## config.mk

```make
export PLATFORM = sky130hd
export DESIGN_NAME = led_pwm_array
export DESIGN_NICKNAME = d
export VERILOG_FILES = /design/src/rtl/led_pwm_pkg.sv /design/src/rtl/led_pwm_tick_gen.sv /design/src/rtl/led_pwm_array.sv
export SDC_FILE = /design/constraint.sdc
export NUM_CORES = 1
export LEC_CHECK = 0
export ABC_AREA = 0
export BUFFER_PORTS_ARGS = -buffer_cell sky130_fd_sc_hd__buf_2
export CAP_MARGIN = 20
export CORE_ASPECT_RATIO = 0.9
export CORE_MARGIN = 2
export CORE_UTILIZATION = 25
export DETAILED_ROUTE_END_ITERATION = 7
export HOLD_SLACK_MARGIN = 0.06
export PLACE_DENSITY = 0.42
export SKIP_LAST_GASP = 1
export SLEW_MARGIN = 20
export SYNTH_ARGS = -nofsm -noshare
export SYNTH_HDL_FRONTEND = slang
export SYNTH_HIERARCHICAL = 1
export SYNTH_SLANG_ARGS = --single-unit
```

## constraint.sdc

```tcl
create_clock -name clk -period 8.1 [get_ports clk]
set_input_delay 2.025 -clock clk [delete_from_list [all_inputs] [get_ports clk]]
set_output_delay 2.025 -clock clk [all_outputs]
set_load 0.01 [all_outputs]
```

## src/rtl/led_pwm_pkg.sv

```systemverilog
// Shared definitions for the LED PWM array: mode encodings, pattern FSM states
// and small width helpers used by the top and the tick generator.
package led_pwm_pkg;

  typedef enum logic [1:0] {
    MODE_STATIC  = 2'd0,
    MODE_CHASE   = 2'd1,
    MODE_BREATHE = 2'd2,
    MODE_RSVD    = 2'd3
  } mode_e;

  typedef enum logic [1:0] {
    ST_STATIC = 2'd0,
    ST_CHASE  = 2'd1,
    ST_BRE_UP = 2'd2,
    ST_BRE_DN = 2'd3
  } pat_state_e;

  // Counter width for a modulus of n; never narrower than one bit.
  function automatic int width_of(input int n);
    return (n > 1) ? $clog2(n) : 1;
  endfunction

  // The reserved encoding behaves exactly like STATIC.
  function automatic mode_e decode_mode(input logic [1:0] m);
    case (m)
      2'd1:    return MODE_CHASE;
      2'd2:    return MODE_BREATHE;
      default: return MODE_STATIC;
    endcase
  endfunction

endpackage

```

## src/rtl/led_pwm_tick_gen.sv

```systemverilog
// Prescaler and PWM frame counter; flags the frame boundary (tick on the last
// count of the frame) with a single-clock frame_pulse.
module led_pwm_tick_gen
  import led_pwm_pkg::*;
#(
  parameter int PWM_BITS = 8,
  parameter int PRESCALE = 256
) (
  input  logic                clk,
  input  logic                reset,
  output logic [PWM_BITS-1:0] pwm_cnt,
  output logic                frame_pulse
);

  localparam int PS_W = width_of(PRESCALE);
  localparam logic [PS_W-1:0] PS_LAST = PS_W'(PRESCALE - 1);

  logic [PS_W-1:0]     prescale_reg;
  logic [PWM_BITS-1:0] pwm_cnt_reg;
  logic                tick;

  // Gated by reset so no spurious boundary is seen while reset is held.
  assign tick        = !reset && (prescale_reg == PS_LAST);
  assign frame_pulse = tick && (pwm_cnt_reg == {PWM_BITS{1'b1}});
  assign pwm_cnt     = pwm_cnt_reg;

  always_ff @(posedge clk) begin
    if (reset) begin
      prescale_reg <= '0;
      pwm_cnt_reg  <= '0;
    end else begin
      if (tick) begin
        prescale_reg <= '0;
        pwm_cnt_reg  <= pwm_cnt_reg + PWM_BITS'(1);
      end else begin
        prescale_reg <= prescale_reg + PS_W'(1);
      end
    end
  end

endmodule

```

## src/rtl/led_pwm_array.sv

```systemverilog
// N-channel LED PWM driver: host-written shadow duties, frame-synchronous
// active duties driven by a static / chase / breathe pattern engine.
module led_pwm_array
  import led_pwm_pkg::*;
#(
  parameter int N_CH            = 8,
  parameter int PWM_BITS        = 8,
  parameter int PRESCALE        = 256,
  parameter int FRAMES_PER_STEP = 4
) (
  input  logic                     clk,
  input  logic                     reset,
  input  logic                     wr_en,
  input  logic [$clog2(N_CH)-1:0]  wr_addr,
  input  logic [PWM_BITS-1:0]      wr_data,
  input  logic [1:0]               mode,
  output logic [N_CH-1:0]          led,
  output logic                     frame_pulse
);

  localparam int ADDR_W = $clog2(N_CH);
  localparam int STEP_W = width_of(FRAMES_PER_STEP);
  localparam logic [ADDR_W:0]       N_CH_EXT  = (ADDR_W + 1)'(N_CH);
  localparam logic [ADDR_W-1:0]     IDX_LAST  = ADDR_W'(N_CH - 1);
  localparam logic [STEP_W-1:0]     STEP_LAST = STEP_W'(FRAMES_PER_STEP - 1);
  localparam logic [PWM_BITS-1:0]   DUTY_MAX  = {PWM_BITS{1'b1}};

  logic [PWM_BITS-1:0] pwm_cnt;
  logic                boundary;

  logic [PWM_BITS-1:0] shadow_reg  [N_CH];
  logic [PWM_BITS-1:0] active_reg  [N_CH];
  logic [PWM_BITS-1:0] active_next [N_CH];

  pat_state_e          state_reg, state_next;
  mode_e               mode_reg, mode_next, mode_in;
  logic [ADDR_W-1:0]   idx_reg, idx_next;
  logic [PWM_BITS-1:0] ramp_reg, ramp_next;
  logic [STEP_W-1:0]   step_cnt_reg, step_cnt_next;

  logic [N_CH-1:0]     led_on;
  logic [N_CH-1:0]     led_reg;
  logic                wr_ok;

  led_pwm_tick_gen #(
    .PWM_BITS (PWM_BITS),
    .PRESCALE (PRESCALE)
  ) u_tick_gen (
    .clk         (clk),
    .reset       (reset),
    .pwm_cnt     (pwm_cnt),
    .frame_pulse (boundary)
  );

  assign frame_pulse = boundary;
  assign mode_in     = decode_mode(mode);
  assign wr_ok       = wr_en && ({1'b0, wr_addr} < N_CH_EXT);

  // Shadow registers: out-of-range addresses simply match no channel.
  always_ff @(posedge clk) begin
    if (reset) begin
      for (int i = 0; i < N_CH; i++) shadow_reg[i] <= '0;
    end else begin
      for (int i = 0; i < N_CH; i++) begin
        if (wr_ok && (wr_addr == ADDR_W'(i))) shadow_reg[i] <= wr_data;
      end
    end
  end

  always_ff @(posedge clk) begin
    if (reset) begin
      state_reg    <= ST_STATIC;
      mode_reg     <= MODE_STATIC;
      idx_reg      <= '0;
      ramp_reg     <= '0;
      step_cnt_reg <= '0;
      for (int i = 0; i < N_CH; i++) active_reg[i] <= '0;
    end else begin
      state_reg    <= state_next;
      mode_reg     <= mode_next;
      idx_reg      <= idx_next;
      ramp_reg     <= ramp_next;
      step_cnt_reg <= step_cnt_next;
      for (int i = 0; i < N_CH; i++) active_reg[i] <= active_next[i];
    end
  end

  // Pattern engine: everything moves only on the frame boundary clock.
  always_comb begin
    state_next    = state_reg;
    mode_next     = mode_reg;
    idx_next      = idx_reg;
    ramp_next     = ramp_reg;
    step_cnt_next = step_cnt_reg;
    active_next   = active_reg;

    if (boundary) begin
      if (mode_in != mode_reg) begin
        mode_next     = mode_in;
        step_cnt_next = '0;
        idx_next      = '0;
        ramp_next     = '0;
        case (mode_in)
          MODE_CHASE:   state_next = ST_CHASE;
          MODE_BREATHE: state_next = ST_BRE_UP;
          default:      state_next = ST_STATIC;
        endcase
      end else if (step_cnt_reg == STEP_LAST) begin
        step_cnt_next = '0;
        case (state_reg)
          ST_CHASE: idx_next = (idx_reg == IDX_LAST) ? '0 : idx_reg + ADDR_W'(1);
          ST_BRE_UP: begin
            if (ramp_reg == DUTY_MAX) begin
              state_next = ST_BRE_DN;
              ramp_next  = DUTY_MAX - PWM_BITS'(1);
            end else begin
              ramp_next  = ramp_reg + PWM_BITS'(1);
            end
          end
          ST_BRE_DN: begin
            if (ramp_reg == '0) begin
              state_next = ST_BRE_UP;
              ramp_next  = PWM_BITS'(1);
            end else begin
              ramp_next  = ramp_reg - PWM_BITS'(1);
            end
          end
          default: ;
        endcase
      end else begin
        step_cnt_next = step_cnt_reg + STEP_W'(1);
      end

      // Duties follow the pattern state that takes effect on this boundary.
      for (int i = 0; i < N_CH; i++) begin
        case (state_next)
          ST_CHASE:             active_next[i] = (idx_next == ADDR_W'(i)) ? shadow_reg[i] : '0;
          ST_BRE_UP, ST_BRE_DN: active_next[i] = ramp_next;
          default:              active_next[i] = shadow_reg[i];
        endcase
      end
    end
  end

  // Full-scale duty is forced on so the LED never blinks off once per frame.
  for (genvar gi = 0; gi < N_CH; gi++) begin : g_ch
    assign led_on[gi] = (active_reg[gi] == DUTY_MAX) || (pwm_cnt < active_reg[gi]);
  end

  always_ff @(posedge clk) begin
    if (reset) led_reg <= '0;
    else       led_reg <= led_on;
  end

  assign led = led_reg;

endmodule

```

# Word-level counts from Yosys, hierarchy flattened
# Memories as Yosys holds them, arrays and structs flattened.
# Index checks and enable logic that the tools add are counted.
# word_totals
in_bits	16
ram_bits	64
n_memories	1
output_inout_bits	9
wordCells	172
latchBits	0
reg_bits	105
romBits	0
# op_classes
n_lt_le_gt_ge	8
reduce_logical	25
n_shift	0
mul	0
n_eq_ne	38
muxes	70
addsub	6
div_mod_pow	0
bitwise_logic	8
# mem_list
memory	depth	word_bits	rd	rd_ports_with_merged_regs	wr	line	source
shadow_reg	8	8	8	0	8	led_pwm_array.sv:31	logic [PWM_BITS-1:0] shadow_reg [N_CH];
# op_table
cell	count
$mux 8	20
$pmux 8 s2	9
$eq 8x8->1 const B	11
$lt 8x8->1	8
$eq 3x3->1 const B	9
$mux 1	26
$add 8x1->8 const B	3
$mux 3	5
$eq 2x2->1 const B	7
$mux 2	7
$eq 3x2->1 const B	4
$pmux 2 s2	3
$logic_and 1x1->1	10
$eq 2x1->1 const B	4
$logic_not 8->1	1
$logic_or 1x1->1	8
$or 1x1->1	8
$sub 8x1->8 const B	1
$eq 3x1->1 const B	2
$logic_not 3->1	2
$reduce_or 2->1	2
$add 3x1->3 const B	1
$add 2x1->2 const B	1
$ne 2x2->1	1
other kinds (2)	2

# Longest topological paths before layout
# Gate-level depths: netlist of run 1.
# depth
ltp_word	9
mapped_depth	10
mapped_depth_nobuf	8

# Hierarchy
# Netlist of run 1, hierarchy kept.
# by_module_without_submodules
module	cells_each	area_per_inst_um2	instances	seq_area_each_um2
led_pwm_array	868	8423.1	1	3703.6
led_pwm_tick_gen	86	752.0	1	320.3

# Worst setup path after synthesis of run 1
# Ideal clock, no wire load.
# synth_path
path_type	input-to-output
from	input reset
to	output frame_pulse
path_slack_ps	3054
arrival_ps	3021
t_required_ps	6075
path_buffers	1
path_stages	3
cell_sequence	clkbuf_1 -> nand4b_1 -> nor4_1
# synth_between
elab_chain_len	3
# synth_lines
element	line	source
from (decl)	led_pwm_array.sv:12	input logic reset,
$logic_not 1->1	led_pwm_tick_gen.sv:23	assign tick = !reset && (prescale_reg == PS_LAST);
$logic_and 1x1->1	led_pwm_tick_gen.sv:23	
$logic_and 1x1->1	led_pwm_tick_gen.sv:24	assign frame_pulse = tick && (pwm_cnt_reg == {PWM_BITS{1'b1}});
to (decl)	led_pwm_array.sv:18	output logic frame_pulse
# Every way passes these cells.

# Worst setup path after layout of run 1
# Ends and elaborated chain as after synthesis.

==> results of run 1 <==
worst min-delay path: cells and delay by family, from the launching register on:
| family | cells | cell delay, ns |
|---|---|---|
| flip-flops | 1 | 0.32 |
| AND/OR/NAND/NOR | 1 | 0.06 |
| AO/OA/AOI/OAI | 1 | 0.05 |
report_power, final:
part           leakage, nW  switching (mW)  internal (mW)
logic                 1.76          0.0787         0.0235
clock network        0.287           0.373          0.490
registers             1.47          0.0173          0.907
total                 3.52           0.469           1.42
worst max path at each step:
stage / startpoint / endpoint / slack [ns] / cells past startpoint
after CTS: reset / frame_pulse / 2.64 / 4
final: reset / frame_pulse / 2.62 / 4
after global routing: reset / frame_pulse / 2.59 / 4
after detailed placement: reset / frame_pulse / 2.65 / 4
after floorplan: reset / frame_pulse / 3.05 / 3
after global placement: reset / frame_pulse / 2.66 / 4
per-layer routing:
layer / track usage (%) / up-vias / part of all wire, %
met4: 4.54 / 0 / 1.8
met1: 23.5 / 3537 / 54
met3: 2.05 / 25 / 2.7
met2: 21.9 / 119 / 41
li1: - / 3613 / -
met5: 0 / - / 0
metrics by stage:
step	worst slack (ns)	instance area (µm²)	utilization (%)	hold WS [ns]	instances
6_report	2.62	10300	28.4	0.476	1435
5_1_grt	2.59	10300	28.4	0.520	1435
4_1_cts	2.64	10300	28.4	0.477	1435
3_5_place_dp	2.65	9690	26.8	0.468	1403
3_3_place_gp	2.66	9690	26.8	0.455	1403
2_1_floorplan	3.05	9180	-	0.441	954
final cells by class:
cell class,instances,area (µm²),share of cell area [%]
repair buffers,32,180,1.75
multi-input cells,642,4570,44.4
inverters,84,315,3.07
well taps,476,596,5.79
clock inverters,13,166,1.62
flip-flops and latches,169,4020,39.1
clock buffers,19,433,4.21
cells in the final DEF (no fill, tap or decap), drive strengths merged, types with 4 or more instances in the layout:
cell / Yosys / final
a211oi: 15 / 15
a21o: 18 / 18
a21oi: 29 / 29
a221oi: 30 / 30
a311oi: 4 / 4
a31oi: 5 / 5
and3: 4 / 4
buf: 28 / 32
clkbuf: 31 / 19
dfxtp: 105 / 105
edfxtp: 64 / 64
ha: 64 / 64
inv: 84 / 90
mux2: 4 / 4
mux2i: 5 / 5
nand2: 33 / 33
nand2b: 10 / 10
nand3: 26 / 26
nand4: 24 / 24
nor2: 115 / 115
nor2b: 8 / 8
nor3: 14 / 14
nor4: 8 / 8
o2111ai: 31 / 31
o211ai: 10 / 10
o21a: 8 / 8
o21ai: 48 / 48
o22ai: 35 / 35
o311ai: 20 / 20
o31ai: 11 / 11
o32ai: 5 / 5
o41a: 8 / 8
or3: 5 / 5
xnor2: 7 / 7
kinds of logic (layout without fill, tap and decap cells):
| kind of cell | Yosys count | after routing | synth area share (%) |
|---|---|---|---|
| fa+ha+maj | 64 | 64 | 8.73 |
| xor+xnor | 8 | 8 | 0.764 |
| simple gates | 263 | 263 | 14.5 |
| buf+inv | 143 | 148 | 6.38 |
| mux | 9 | 9 | 1.04 |
| flops | 169 | 169 | 43.9 |
| compound gates | 298 | 298 | 24.7 |
==> key figures, run 1 <==
CTS
  – Clk_lat worst skew: 0.44 ns
  – Worst-case clock buffer depth: 2
  – Num CTS Buffers: 17
  – CTS clk-pin slew, worst paths: 0.07 ns
  – Clk sinks: 169
  – Setup bufs post-CTS: 0
  – CTS tree: done
  – Number of gates resized after cts: 0
  – Clk Tree Root Cell: clkbuf_16
  – H-tree depth: 4
  – Hold buffer count at CTS: 0

Die
  – Starting Density: 25.4%
  – DIE AREA: 38,300 µm²
  – Die Wd: 206 µm
  – Die Y-Extent: 186 µm
  – Ports: 25
  – Core area: 36,200 µm²
  – Core Rows: 66

Synth
  – Ys async rst share: 0%
  – Area leader, netlist: dfxtp_1
  – Yosys top cell area share: 22.9%
  – Most common cell in the netlist: nor2_1
  – Synthesized area per cell: 9.62 µm²
  – Top FF cell, synth: dfxtp_1
  – Register bit count reported by yosys: 169
  – Netlist cell types: 81
  – Synth Cell Area: 9180 µm²
  – Post-synthesis sequential area ratio: 43.9%
  – EDFF count, synth: 64
  – Commonest cells in the netlist: nor2_1 (115), dfxtp_1 (105), inv_1 (84), edfxtp_1 (64), ha_1 (64)
  – Synth warn: 6
  – Syn_nets: 1,034
  – Synth area leaders: dfxtp_1 (23%), edfxtp_1 (21%), ha_1 (8.7%)
  – Cells after Synth: 954

STA
  – Final hold vios: 0
  – Slew at the pin closest to its max-slew limit: 0.953 ns
  – Min Clock Period, post-route: 5.48 ns
  – TNS Setup: 0 ns
  – Rel. slew slack: 35.7%
  – Clk_skew: 0.0113 ns
  – Ratio of final minimum period to clock period: 67.7%
  – RSZ-0062 raised after global routing: false
  – Max Slew Vio Count: 0
  – Final setup vio count: 0
  – Highest clock rate: 182 MHz

GRT
  – Tot GR Track Use: 15.3%
  – Vias in the first global route: 6,961
  – Largest net degree at the start of global routing: 71
  – First-pass GRT wire length: 43,900 µm
  – Total grt overflow: 0
  – Initial antenna violation count: 0

Drt
  – Iteration-0 DRC Markers: 488
  – Number of vias per cell: 5.08
  – TritonRoute pass-1 iters: 4
  – DR vias: 7,294
  – Total Routed Length: 28,300 µm
  – DRC Markers: 0
  – Post-route ant nets: 0
  – WL per Instance: 19.7 µm

Pwr
  – PwrDens: 184 nW/µm²
  – P_leak: 3.52 nW
  – Tot Pwr: 1.89 mW
  – Peak VDD IR: 148 µV

Worst hold path
  – Hold crit path type: register to register
  – Worst hold stages: 2
  – Hold Path End: step_cnt_reg[1]
  – HP Start: step_cnt_reg[1]

Cells and area
  – Fin nets: 1,026
  – Ant. Diodes: 0
  – Fraction of layout cells with a size suffix above 1: 9.80%
  – Fill cell count: 3,847
  – Layout Area Growth over Synthesis: 12.1%

Flow run
  – Max cap viols: 0

Setup path
  – Origin of the critical flop-to-flop path: u_tick_gen/pwm_cnt[1]
  – Required @ worst endpoint: 6.08 ns
  – Worst Path Arrival: 3.46 ns
  – Critical Path Sink Type: output pin
  – Critical path's most frequent cell: buf_2
  – Buf/Inv on CP: 2
  – WS Path Type: input pin to output pin
  – Worst stage delay on the critical path: 0.70 ns
  – Worst Setup Start Kind: input pin
  – Critical-path cell list: buf_2 -> nand4b_1 -> nor4_2 -> buf_2
  – Reg2Reg Depth: 8
  – Reg2reg setup slack: 3.85 ns
  – Slowest CP cell: nor4_2
  – CP max FO: 14
  – Cell family with most CP delay: simple AND/OR/NAND/NOR gates
  – Reg2reg end: active_reg[16]

Outcome
  – Outcome: completed

Place
  – Detail Placement HPWL: 20,300 µm
  – Routability cong.: 0.823
  – Port Buf Inserts: 24
(Power assumes the default switching activity.)
==> run 2: changes to the inputs <==
--- a/config.mk
+++ b/config.mk
@@ -5,7 +5,7 @@
 export SDC_FILE = /design/constraint.sdc
 export NUM_CORES = 1
 export LEC_CHECK = 0
-export ABC_AREA = 0
+export ABC_AREA = 1
 export BUFFER_PORTS_ARGS = -buffer_cell sky130_fd_sc_hd__buf_2
 export CAP_MARGIN = 20
 export CORE_ASPECT_RATIO = 0.9
@@ -13,7 +13,7 @@
 export CORE_UTILIZATION = 25
 export DETAILED_ROUTE_END_ITERATION = 7
 export HOLD_SLACK_MARGIN = 0.06
-export PLACE_DENSITY = 0.42
+export PLACE_DENSITY = 0.43
 export SKIP_LAST_GASP = 1
 export SLEW_MARGIN = 20
 export SYNTH_ARGS = -nofsm -noshare
==> constraint.sdc (replaced) <==
create_clock -name clk -period 4.7 [get_ports clk]
set_input_delay 1.175 -clock clk [delete_from_list [all_inputs] [get_ports clk]]
set_output_delay 1.175 -clock clk [all_outputs]
set_load 0.01 [all_outputs]
==> run 2 against run 1 <==
  * Sequential power increased by 72%
  * Highest routed layer unchanged
  * Die area decreased by 5.1%
  * Sequential share of layout area increased by 1.4 points
  * Global-route usage decreased by 0.49 points
  * Worst hold slack got worse by 0.020 ns
  * Design area decreased by 3.6%
  * First-iteration DRC count increased by 37%
  * Largest cell class unchanged
==> key figures, run 2 <==
STA
  – Ratio of final minimum period to clock period: 72.7%
  – RSZ-0062 raised after global routing: false
  – Final hold vios: 0 (unchanged)
  – Slew at the pin closest to its max-slew limit: 0.788 ns (-0.165 ns)
  – Clk_skew: 0.0125 ns (+0.00118 ns)
  – Final setup vio count: 0 (unchanged)
  – Highest clock rate: 293 MHz
  – Rel. slew slack: 47.5% (+12 points)
  – Hold_ws: 0.456 ns (-0.0198 ns)
  – Min Clock Period, post-route: 3.42 ns
  – TNS Setup: 0 ns (unchanged)
  – Max Slew Vio Count: 0 (unchanged)

Synth
  – Yosys top cell area share: 24.2% (+1.2 points)
  – Top FF cell, synth: dfxtp_1
  – Synth area leaders: dfxtp_1 (24%), edfxtp_1 (22%), ha_1 (9.2%)
  – Synth Cell Area: 8700 µm² (-5.2%)
  – EDFF count, synth: 64 (unchanged)
  – Netlist cell types: 35 (-57%)
  – Simple-gate area share of the yosys netlist: 22.3% (+7.8 points)
  – Mux cell area share after synthesis: 0% (-1.0 points)
  – Register bit count reported by yosys: 169 (unchanged)
  – Most common cell in the netlist: nand2_1
  – Cells after Synth: 1,065 (+12%)
  – Main combinational cell family by area after synthesis: simple AND/OR/NAND/NOR gates
  – Commonest cells in the netlist: nand2_1 (148), inv_1 (132), a21oi_1 (127), dfxtp_1 (105), nand3_1 (102)
  – Syn_nets: 1,145 (+11%)
  – Synthesized area per cell: 8.17 µm² (-15%)
  – Synth Area in Compound Gates: 14.2% (-10 points)
  – Ys async rst share: 0% (unchanged)
  – Area leader, netlist: dfxtp_1
  – Post-synthesis sequential area ratio: 46.2% (+2.4 points)
  – Synth Area in Adders: 9.20% (+0.47 points)
  – Synth warn: 6 (unchanged)
  – XOR/XNOR Fraction of Synth Area: 0.403% (-0.36 points)

GRT
  – Largest net degree at the start of global routing: 98 (+38%)
  – Initial antenna violation count: 0 (unchanged)
  – Vias in the first global route: 6,830 (-1.9%)
  – Total grt overflow: 0 (unchanged)
  – First-pass GRT wire length: 41,200 µm (-6.3%)
  – Tot GR Track Use: 14.8% (-0.49 points)

Cells and area
  – Fraction of layout cells with a size suffix above 1: 8.85% (-0.95 points)
  – Most frequent cells in the layout: nand2_1 (148), inv_1 (131), a21oi_1 (127)
  – Fin nets: 1,163 (+13%)
  – Ant. Diodes: 0 (unchanged)
  – Commonest non-fill, non-tap cell in the layout: nand2_1
  – Non-filler cells, final: 1,558 (+8.6%)
  – Layout Area Growth over Synthesis: 14.0%

Setup path
  – Critical Path Sink Type: output pin
  – Worst Setup Start Kind: register
  – Reg2reg setup slack: 1.77 ns (-2.08 ns)
  – CP max FO: 11 (-3)
  – Critical path depth in cells: 6 (+2)
  – Buf/Inv on CP: 2 (unchanged)
  – Worst stage delay on the critical path: 0.72 ns (+0.02 ns)
  – Worst Path Arrival: 2.24 ns (-1.22 ns)
  – WS Path Type: register to output pin
  – Launch point of the worst path: u_tick_gen/pwm_cnt[1]
  – Critical-path cell list: ha_1 -> nand2_1 -> inv_1 -> nand4_1 -> nor3_2 -> buf_2
  – Reg2Reg Depth: 9 (+1)
  – Required @ worst endpoint: 3.52 ns (-2.56 ns)
  – Cell family with most CP delay: flip-flops
  – CP endpoint: frame_pulse
  – Slowest CP cell: dfxtp_1
  – Reg2reg end: active_reg[36]
  – Origin of the critical flop-to-flop path: u_tick_gen/pwm_cnt[1]

CTS
  – Clk Tree Root Cell: clkbuf_16
  – CTS tree: done
  – CTS clk-pin slew, worst paths: 0.06 ns (about the same)
  – Num CTS Buffers: 17 (unchanged)
  – Clk sinks: 169 (unchanged)
  – H-tree depth: 4 (unchanged)
  – Clk_lat worst skew: 0.44 ns (about the same)
  – Setup bufs post-CTS: 0 (unchanged)
  – Hold buffer count at CTS: 0 (unchanged)
  – Number of gates resized after cts: 0 (unchanged)
  – Worst-case clock buffer depth: 2 (unchanged)

Die
  – Die Y-Extent: 181 µm (-2.6%)
  – Die Wd: 201 µm (-2.6%)
  – Starting Density: 25.5% (+0.14 points)
  – DIE AREA: 36,300 µm² (-5.1%)
  – Ports: 25 (unchanged)
  – Core Rows: 64 (-3.0%)
  – Core area: 34,100 µm² (-5.7%)

Pwr
  – Clk pwr share: 44.7% (-1.0 points)
  – PwrDens: 321 nW/µm² (+75%)
  – P_leak: 3.79 nW (+7.7%)
  – P_int: 2.39 mW (+68%)
  – Peak VDD IR: 243 µV (+65%)
  – Sw Pwr: 800 µW (+71%)
  – Reg power frac: 49.7% (+0.8 points)
  – Comb pwr share: 5.6% (+0.2 points)
  – Switching Share: 25.1% (+0.27 points)

Drt
  – Iteration-0 DRC Markers: 669 (+37%)
  – DRC Markers: 0 (unchanged)
  – Post-route ant nets: 0 (unchanged)
  – DR vias: 7,287 (-0.096%)
  – TritonRoute pass-1 iters: 5 (+1)
  – Total Routed Length: 26,300 µm (-7.1%)
  – WL per Instance: 16.9 µm (-14%)
  – Number of vias per cell: 4.68 (-8.0%)

Flow run
  – Max cap viols: 0 (unchanged)

Worst hold path
  – Hold crit path type: register to register

Place
  – Routability cong.: 0.774 (-6.0%)
  – Placed insts: 1,526 (+8.8%)
  – Port Buf Inserts: 24 (unchanged)
  – Detail Placement HPWL: 19,100 µm (-6.2%)

Outcome
  – Outcome: completed
run 2: metrics by stage:
stage / utilization, % / instance area (µm²) / power, mW / worst slack (ns)
after floorplan: - / 8700 / 1.71 / 1.76
after detailed placement: 27.4 / 9340 / 1.80 / 1.21
after CTS: 29.1 / 9920 / 3.22 / 1.24
final: 29.1 / 9920 / 3.19 / 1.28
after global placement: 27.4 / 9340 / 1.80 / 1.23
after global routing: 29.1 / 9920 / 3.30 / 1.08
run 2: cell type report:
cell class | instances | area [µm²]
fillers | 3717 | 24200
multi-input cells | 727 | 4030
flip-flops and latches | 169 | 4020
well taps | 462 | 578
inverters | 136 | 515
clock buffers | 18 | 429
repair buffers | 32 | 193
clock inverters | 14 | 148
run 2: worst min-delay path by stage:
stage / cells after the start / startpoint / slack [ns] / endpoint
after detailed placement: 1 / u_tick_gen/prescale_reg[0] / 0.44 / u_tick_gen/prescale_reg[0]
final: 1 / u_tick_gen/prescale_reg[0] / 0.46 / u_tick_gen/prescale_reg[0]
after CTS: 1 / u_tick_gen/prescale_reg[0] / 0.45 / u_tick_gen/prescale_reg[0]
after floorplan: 1 / u_tick_gen/prescale_reg[0] / 0.42 / u_tick_gen/prescale_reg[0]
after global placement: 1 / u_tick_gen/prescale_reg[0] / 0.43 / u_tick_gen/prescale_reg[0]
after global routing: 1 / u_tick_gen/prescale_reg[0] / 0.50 / u_tick_gen/prescale_reg[0]
run 2: logic make-up (layout without fill, tap and decap cells):
| kind of cell | after synthesis | in the layout |
|---|---|---|
| xor gates and xnor gates | 4 | 4 |
| AOI/OAI and AO/OA | 241 | 241 |
| adders and majority gates | 64 | 64 |
| DFF | 169 | 169 |
| buffers and inverters | 169 | 200 |
| and+or+nand+nor | 418 | 418 |
run 2: power groups by stage:
stage	clock network, mW	registers [mW]	logic, mW
final	1.42	1.59	0.178
after detailed placement	0	1.62	0.177
after floorplan	0	1.60	0.107
after CTS	1.46	1.59	0.177
after global placement	0	1.62	0.177
after global routing	1.52	1.59	0.195
run 2: layer usage:
layer | routed length, µm | share of wire (%) | global-route usage [%]
met2 | 10100 | 38 | 19.5
met5 | 0 | 0 | 0
met3 | 1300 | 4.9 | 2.42
met4 | 254 | 0.96 | 3.91
met1 | 14700 | 56 | 24.1
==> run 3: changes to the inputs <==
==> constraint.sdc (replaced) <==
create_clock -name clk -period 2.75 [get_ports clk]
set_input_delay 0.6875 -clock clk [delete_from_list [all_inputs] [get_ports clk]]
set_output_delay 0.6875 -clock clk [all_outputs]
set_load 0.01 [all_outputs]
==> run 3 against run 2 <==
  * Clock-buffer cell count unchanged
  * Sequential power grew 70%
  * Global-route usage fell by 0.49 points
  * Via count shrank 1.9%
  * Sequential cell count stayed put
  * Clock power is 74% higher
  * Final cell count grew 0.96%
  * Design area increased by 1.4%
  * First-iteration DRC count down 3.1%
  * Worst hold slack got worse by 0.0063 ns
==> key figures, run 3 (synthesis gave the netlist of run 2 again) <==
Outcome
  – Outcome: completed

GRT
  – Total grt overflow: 0 (unchanged)
  – Vias in the first global route: 6,682 (-2.2%)
  – Tot GR Track Use: 14.3% (-0.49 points)
  – Initial antenna violation count: 0 (unchanged)
  – First-pass GRT wire length: 40,000 µm (-2.8%)
  – Largest net degree at the start of global routing: 73 (-26%)

Setup path
  – CP max FO: 9 (-2)
  – Slowest CP cell: dfxtp_1
  – Buf/Inv on CP: 1 (-1)
  – Worst stage delay on the critical path: 0.35 ns (-0.37 ns)
  – Critical-path cell list: ha_1 -> nand2_1 -> nor2_4 -> nand2_4 -> nor3_2 -> buf_2
  – Worst Path Arrival: 1.88 ns (-0.36 ns)
  – Cell family with most CP delay: simple AND/OR/NAND/NOR gates
  – Critical Path Sink Type: output pin
  – Worst Setup Start Kind: register
  – WS Path Type: register to output pin
  – Required @ worst endpoint: 2.06 ns (-1.46 ns)

Die
  – Die Y-Extent: 181 µm (unchanged)
  – DIE AREA: 36,300 µm² (unchanged)
  – Ports: 25 (unchanged)
  – Core area: 34,100 µm² (unchanged)
  – Die Wd: 201 µm (unchanged)
  – Core Rows: 64 (unchanged)
  – Starting Density: 25.5% (unchanged)

CTS
  – Clk sinks: 169 (unchanged)
  – Clk_lat worst skew: 0.45 ns (about the same)
  – Clk Tree Root Cell: clkbuf_16
  – Number of gates resized after cts: 0 (unchanged)
  – Setup bufs post-CTS: 0 (unchanged)
  – CTS clk-pin slew, worst paths: 0.06 ns (about the same)
  – H-tree depth: 4 (unchanged)
  – Hold buffer count at CTS: 0 (unchanged)
  – CTS tree: done
  – Worst-case clock buffer depth: 2 (unchanged)
  – Num CTS Buffers: 17 (unchanged)

Cells and area
  – Commonest non-fill, non-tap cell in the layout: nand2_1
  – Most frequent cells in the layout: nand2_1 (148), inv_1 (131), a21oi_1 (127)
  – Ant. Diodes: 0 (unchanged)
  – Layout Area Growth over Synthesis: 15.6%
  – Fin nets: 1,178 (+1.3%)
  – Post-layout instance area: 10,100 µm² (+1.4%)
  – Fraction of layout cells with a size suffix above 1: 9.99% (+1.1 points)

Worst hold path
  – Hold crit path type: register to register

STA
  – Clk_skew: 0.0190 ns (+0.00648 ns)
  – RSZ-0062 raised after global routing: false
  – Final setup vio count: 0 (unchanged)
  – Ratio of final minimum period to clock period: 93.3%
  – Max Slew Vio Count: 0 (unchanged)
  – Rel. slew slack: 49.9% (+2.4 points)
  – Final worst setup slack: 0.185 ns (-1.10 ns)
  – Highest clock rate: 390 MHz
  – Slew at the pin closest to its max-slew limit: 0.746 ns (-0.0417 ns)
  – Min Clock Period, post-route: 2.57 ns
  – TNS Setup: 0 ns (unchanged)
  – Final hold vios: 0 (unchanged)

Drt
  – Number of vias per cell: 4.54 (-2.8%)
  – WL per Instance: 16.0 µm (-5.1%)
  – Post-route ant nets: 0 (unchanged)
  – DR vias: 7,148 (-1.9%)
  – TritonRoute pass-1 iters: 5 (unchanged)
  – Iteration-0 DRC Markers: 648 (-3.1%)
  – DRC Markers: 0 (unchanged)
  – Total Routed Length: 25,200 µm (-4.2%)

Flow run
  – Max cap viols: 0 (unchanged)

Pwr
  – Peak VDD IR: 430 µV (+77%)
  – P_leak: 3.89 nW (+2.6%)
  – PwrDens: 545 nW/µm² (+70%)

Place
  – Dpl ws: 0.360 ns (-0.854 ns)
  – Cell area after placement: 9470 µm² (+1.3%)
  – Detail Placement HPWL: 18,900 µm (-1.2%)
  – Routability cong.: 0.780 (+0.85%)
  – Port Buf Inserts: 24 (unchanged)
[run 3: cell count changes in the layout (fill, tap and decap cells not counted)]
| cell | previous run | this run |
|---|---|---|
| clkinv_1 | 2 | 3 |
| buf_12 | 1 | 2 |
| clkinv_4 | 3 | 4 |
| clkinv_2 | 1 | 0 |
| buf_4 | 7 | 21 |
| clkinvlp_2 | 1 | 0 |
| clkinvlp_4 | 4 | 2 |
| inv_6 | 3 | 2 |
| inv_8 | 0 | 3 |
[run 3: final cells by class]
| cell class | count | area, µm² |
|---|---|---|
| Fill cell | 3738 | 24100 |
| Multi-Input combinational cell | 727 | 4030 |
| Sequential cell | 169 | 4020 |
| Tap cell | 462 | 578 |
| Inverter | 136 | 515 |
| Clock buffer | 18 | 429 |
| Timing Repair Buffer | 47 | 318 |
| Clock inverter | 14 | 160 |
[run 3: final timing paths]
path                              start                          to  slack [ns]  cells after the start
max          u_tick_gen/prescale_reg[0]                 frame_pulse        0.18                      6
min reg2reg  u_tick_gen/prescale_reg[0]  u_tick_gen/prescale_reg[0]        0.45                      1
min          u_tick_gen/prescale_reg[0]  u_tick_gen/prescale_reg[0]        0.45                      1
max reg2reg  u_tick_gen/prescale_reg[0]              active_reg[58]        0.49                     10
[run 3: routing by layer]
metal / global-route usage, % / part of all wire (%) / up-vias
met5: 0 / 0 / -
met4: 3.53 / 0.69 / 0
met3: 2.58 / 3.9 / 10
met2: 18.8 / 39 / 118
met1: 23.3 / 56 / 3315
li1: - / - / 3705
[run 3: through the flow]
| stage | instances | utilization [%] | hold slack [ns] | power, mW |
|---|---|---|---|---|
| after floorplan | 1065 | - | 0.418 | 2.92 |
| after global placement | 1541 | 27.8 | 0.436 | 3.07 |
| after detailed placement | 1541 | 27.8 | 0.444 | 3.07 |
| after CTS | 1573 | 29.5 | 0.453 | 5.53 |
| after global routing | 1573 | 29.5 | 0.503 | 5.68 |
| final | 1573 | 29.5 | 0.450 | 5.48 |
[run 3: worst reg2reg max path, stage by stage (launching register included)]
cell and delay [ns]:
dfxtp_1 0.35, ha_1 0.18, nand2_1 0.10, nor2_4 0.17, nand2_4 0.13, nor3_2 0.30
buf_12 0.20, buf_4 0.25, nand2_1 0.09, nand2_1 0.27, a21oi_1 0.11
[run 3: where the power goes]
part | switching [mW] | internal (mW) | leakage, nW
clock network | 1.11 | 1.36 | 0.282
registers | 0.0354 | 2.67 | 1.47
logic | 0.227 | 0.0768 | 2.14
total | 1.37 | 4.11 | 3.89
